<file path="src/rtl/req_gnt_arb_pkg.sv">
// Shared types and constants for the round-robin req/gnt arbiter.
// Starvation watchdog is enabled by REQ_GNT_ARB_STARVE_CHECK_EN.
package req_gnt_arb_pkg;

    localparam int WAIT_W     = 8;
    localparam int PICK_IDX_W = 4;

    typedef struct packed {
        logic                  valid;
        logic [PICK_IDX_W-1:0] idx;
    } pick_t;

    function automatic int idx_w(input int n);
        return (n <= 2) ? 1 : $clog2(n);
    endfunction

endpackage

</file>
<file path="src/rtl/req_gnt_arbiter_rr_pick.sv">
// Combinational wrapped-priority search starting at ptr.
// Wrap uses a compare against N-1 so N need not be a power of two.
module rr_pick
    import req_gnt_arb_pkg::*;
#(
    parameter  int N  = 4,
    localparam int IW = idx_w(N)
) (
    input  logic [N-1:0]  req,
    input  logic [IW-1:0] ptr,
    output pick_t         pick
);

    logic [IW-1:0] cand;

    always_comb begin
        pick = '0;
        cand = ptr;
        for (int i = 0; i < N; i++) begin
            if (!pick.valid && req[cand]) begin
                pick.valid = 1'b1;
                pick.idx   = PICK_IDX_W'(cand);
            end
            cand = (cand == IW'(N - 1)) ? '0 : cand + IW'(1);
        end
    end

endmodule

</file>
<file path="src/rtl/req_gnt_arbiter.sv">
// Round-robin arbiter with registered one-hot grant and bus lock.
// Define REQ_GNT_ARB_STARVE_CHECK_EN to build the starvation watchdog.
module req_gnt_arbiter
    import req_gnt_arb_pkg::*;
#(
    parameter  int N        = 4,
    parameter  int MAX_WAIT = 8,
    localparam int IW       = idx_w(N)
) (
    input  logic          clk,
    input  logic          rst,
    input  logic [N-1:0]  req,
    input  logic          lock,
    output logic [N-1:0]  gnt,
    output logic          gnt_any,
    output logic [IW-1:0] gnt_idx,
    output logic [N-1:0]  starve_err
);

    if (N < 2 || N > 16 || MAX_WAIT < 1 || MAX_WAIT > 255) begin : g_bad_cfg
        $error("req_gnt_arbiter: N or MAX_WAIT out of range");
    end

    logic [IW-1:0] ptr;
    pick_t         pick;
    logic          hold;
    logic [N-1:0]  nxt_gnt;
    logic [IW-1:0] nxt_idx;
    logic [IW-1:0] nxt_ptr;
    logic          nxt_any;

    rr_pick #(.N(N)) u_pick (
        .req  (req),
        .ptr  (ptr),
        .pick (pick)
    );

    // gnt is one-hot, so any overlap with req means the holder still asks
    assign hold = lock && (|(gnt & req));

    always_comb begin
        nxt_gnt = '0;
        nxt_idx = '0;
        nxt_ptr = ptr;
        nxt_any = 1'b0;
        if (hold) begin
            nxt_gnt = gnt;
            nxt_idx = gnt_idx;
            nxt_any = 1'b1;
        end else if (pick.valid) begin
            nxt_any = 1'b1;
            for (int k = 0; k < N; k++) begin
                if (PICK_IDX_W'(k) == pick.idx) begin
                    nxt_gnt[k] = 1'b1;
                    nxt_idx    = IW'(k);
                    nxt_ptr    = (k == N - 1) ? '0 : IW'(k + 1);
                end
            end
        end
    end

    always_ff @(posedge clk) begin
        if (!rst) begin
            gnt     <= '0;
            gnt_any <= 1'b0;
            gnt_idx <= '0;
            ptr     <= '0;
        end else begin
            gnt     <= nxt_gnt;
            gnt_any <= nxt_any;
            gnt_idx <= nxt_idx;
            ptr     <= nxt_ptr;
        end
    end

`ifdef REQ_GNT_ARB_STARVE_CHECK_EN
    localparam logic [WAIT_W-1:0] MAX_W = WAIT_W'(MAX_WAIT);

    logic [WAIT_W-1:0] wait_cnt [N];

    // flag fires on the edge where the counter lands on MAX_W
    always_ff @(posedge clk) begin
        if (!rst) begin
            for (int i = 0; i < N; i++) begin
                wait_cnt[i] <= '0;
            end
            starve_err <= '0;
        end else begin
            for (int i = 0; i < N; i++) begin
                if (req[i] && !gnt[i]) begin
                    if (wait_cnt[i] != MAX_W) begin
                        wait_cnt[i] <= wait_cnt[i] + WAIT_W'(1);
                    end
                    if (wait_cnt[i] >= MAX_W - WAIT_W'(1)) begin
                        starve_err[i] <= 1'b1;
                    end
                end else begin
                    wait_cnt[i] <= '0;
                end
            end
        end
    end
`else
    assign starve_err = '0;
`endif

endmodule

</file>
<file path="config.mk">
export PLATFORM = sky130hd
export DESIGN_NAME = req_gnt_arbiter
export DESIGN_NICKNAME = d
export VERILOG_FILES = /design/src/rtl/req_gnt_arb_pkg.sv /design/src/rtl/req_gnt_arbiter_rr_pick.sv /design/src/rtl/req_gnt_arbiter.sv
export SDC_FILE = /design/constraint.sdc
export NUM_CORES = 1
export LEC_CHECK = 0
export ABC_AREA = 1
export CORE_UTILIZATION = 49
export CTS_CLUSTER_DIAMETER = 50
export CTS_CLUSTER_SIZE = 14
export DETAILED_ROUTE_END_ITERATION = 8
export PLACE_DENSITY = 0.76
export SETUP_SLACK_MARGIN = 0.4
export SLEW_MARGIN = 20
export SYNTH_ARGS = -nofsm -noshare
export SYNTH_HDL_FRONTEND = slang
export SYNTH_SLANG_ARGS = --single-unit
export TNS_END_PERCENT = 10
</file>
<file path="constraint.sdc">
create_clock -name clk -period 3.6 [get_ports clk]
set_clock_uncertainty 0.15 [all_clocks]
set_input_delay 0.9 -clock clk [delete_from_list [all_inputs] [get_ports clk]]
set_output_delay 0.9 -clock clk [all_outputs]
set_load 0.03 [all_outputs]
</file>
==> metrics.txt <==
outcome completed; Synth top cells by count 37 x nand2_1, 13 x nand2_2, 11 x inv_1; asr flop ratio synth 0%; drt wl/cell approximately 10 µm; DR iter-0 viols 13; RSZ-0062 raised after global routing no; GRT overflow 0; fraction of layout instances using a drive strength above 1 between 20 and 30%; crit start category input pin; FF+latch count, synth 9; Die Span Y 42.5 µm; proportion of synthesized area in mux cells 0%; H-tree levels 1; max_cap viols 0; initial antenna violation count 0; r2r endpoint ptr[0]$_SDFFE_PN0P_; global-route wire length before repair just under 3000 µm; Synthesis Warnings 0; final instance area roughly 970 µm²; Max Fclk 333 MHz; sequential fraction of the synthesis area 22.5%; Final Hold Viols 0; placed insts 149; Final ANT Viol Nets 0; WP data arrival between 3 and 4 ns; WL met3 58 µm; DIE WIDTH 42.5 µm; worst reg2reg setup slack around 0.7 ns; min Tclk post-route around 3 ns; Setup WS post-layout ~0.60 ns; share of the synthesized area in the top cell type 22.5%; routed vias/inst roughly 4.9; Crit path top cell by count nand2_1; Worst R2R Start ptr[0]$_SDFFE_PN0P_; dpl ws 0.0640 ns; Top Layer Used met4; worst-path cell chain dlygate4sd2_1 -> inv_1 -> nand2_1 -> and2_0 -> nand2_1 -> nand2_2 -> nand2_2 -> nand3_1 -> o21ai_1 -> nand2_1 -> o21ai_2 -> inv_2 -> ha_1 -> or2_2 -> nor3_2 -> nor2_1 -> nand2_2 -> nand2_1 -> nand2_1 -> nor2_2; Placer Congestion around 0.8; final WL roughly 1600 µm; Synth Area in Compound Gates about 8.9%; number of global-route vias before repair around 740; First-pass DRT Iterations 4; crit end category register; mean post-synth cell area roughly 6.7 µm²; cell depth of the worst hold path 2; worst setup path start req[3]; CTS clk-pin slew, worst paths ~0.070 ns; clk_lat worst skew 0.27 ns; P&R area growth vs syn 21.5%; Multi-input gate area 553 µm²; Worst setup endpoint ptr[0]$_SDFFE_PN0P_; Post-Synth Adder-Cell Area between 7 and 8%; post-DP HPWL 1240 µm; FF/Latch Area 181 µm²; Post-synth EDFFs 0; Tcrit/Tclk final a little over four fifths; Final Setup Violations 0; fillcell total ~150; worst min path class register to register; Post-synth top flop dfxtp_1; R2R depth 19; Post-Syn Instances 120; Critical Path Max Stage Delay ~0.32 ns; xor and xnor area share after synthesis 0%; Met2 Routed Length approximately 730 µm; # rows 14; largest net degree at the start of global routing 10; Num CTS Buffers 3; Post-DP Area 941 µm²; CP Data Required Time between 3 and 4 ns; Post-Route Setup TNS 0 ns; post-CTS setup buffers 0; # IOs 18; crit path max fanout 4; vias post-DR 754; crit path kind input pin to register; Tot GR Track Use 21.0%; Synth Area in Simple Gates between 40% and 50%; core area 1520 µm²; CP max-delay cell or2_2; top-count cell post-synth nand2_1; root buffer cell clkbuf_4; Yosys top cell by area dfxtp_1; drt drc 0; Final Instance Count excl. Fillers 153; Final Max Tran Viols 0; Max Buffers Root-to-Sink 2; top cells by area, synth dfxtp_1 22%, nand2_1 17%, nand2_2 10%; DIE AREA 1800 µm²; Ant. Diodes 0; Nets 150; CTS tree yes; synthesized area about 800 µm²; Synth cell types 26; TritonCTS Sinks 9; Port Buffer Count 13; largest family of logic cells by synthesized area simple AND/OR/NAND/NOR gates; metal1 wirelength 729 µm; Starting Density 52.6%
-- through the flow --
| stage | util (%) | hold WS [ns] |
|---|---|---|
| after floorplan | - | 0.341 |
| after detailed placement | 61.7 | 0.316 |
| after global routing | 64.0 | 0.354 |
| after global placement | 61.7 | 0.301 |
| after CTS | 63.5 | 0.325 |
| final | 64.0 | 0.323 |
-- worst max-delay path: cells and delay by family --
family          cells  cell delay (ns)
simple gates       14             1.36
fa+ha+maj           1             0.19
compound gates      2             0.17
buf+inv             3             0.39
-- cell type report --
type                    instances  share of cell area (%)
multi-input cells              94                    56.7
flip-flops and latches          9                    18.6
repair buffers                 14                    13.6
inverters                      16                    6.16
clock buffers                   3                    2.31
well taps                      16                    2.05
clock inverters                 1                   0.513
-- cells in the final DEF, fill, tap and decap left out, drive strengths merged, types with 3 or more instances in the layout --
cell type / count
nand2: 52
inv: 16
clkdlybuf4s50: 9
dfxtp: 9
nor2: 8
a21oi: 7
nand3: 7
ha: 5
conb: 4
dlygate4sd2: 4
o21ai: 4
clkbuf: 3
-- timing repair --
action / CTS / global route
cloned: 0 / 0
resized for setup: 5 / 2
hold buffers: 0 / 0
setup endpoints to repair: 2 / 2
-- how the worst min path moves through the flow --
| stage | end | from | slack [ns] |
|---|---|---|---|
| global route | gnt_idx[1]$_SDFFE_PN0N_ | gnt_idx[1]$_SDFFE_PN0N_ | 0.35 |
| global placement | gnt_idx[1]$_SDFFE_PN0N_ | gnt_idx[1]$_SDFFE_PN0N_ | 0.30 |
| CTS | gnt_idx[1]$_SDFFE_PN0N_ | gnt_idx[1]$_SDFFE_PN0N_ | 0.32 |
| detailed placement | gnt_idx[1]$_SDFFE_PN0N_ | gnt_idx[1]$_SDFFE_PN0N_ | 0.32 |
| finish | gnt_idx[1]$_SDFFE_PN0N_ | gnt_idx[1]$_SDFFE_PN0N_ | 0.32 |
| floorplan | ptr[1]$_SDFFE_PN0P_ | ptr[1]$_SDFFE_PN0P_ | 0.34 |
-- sequential cells by signal, summed over array words and instances, names as in the netlist --
name / cells
gnt: 4
gnt_any: 1
gnt_idx: 2
ptr: 2
-- kinds of logic (layout without fill, tap and decap cells) --
family	Yosys count	count (layout)
other cells	1	4
compound gates	12	12
flops	9	9
simple gates	73	73
fa+ha+maj	5	5
buf+inv	20	34
-- metal layers --
layer | global-route usage, % | vias up
met1 | 27.0 | 330
met4 | 10.6 | 0
met2 | 34.2 | 20
met3 | 2.59 | 5
met5 | 0 | -
li1 | - | 399
Power is not shown: default switching activity piles up to over one toggle a cycle in this logic, so the estimate is an artifact.
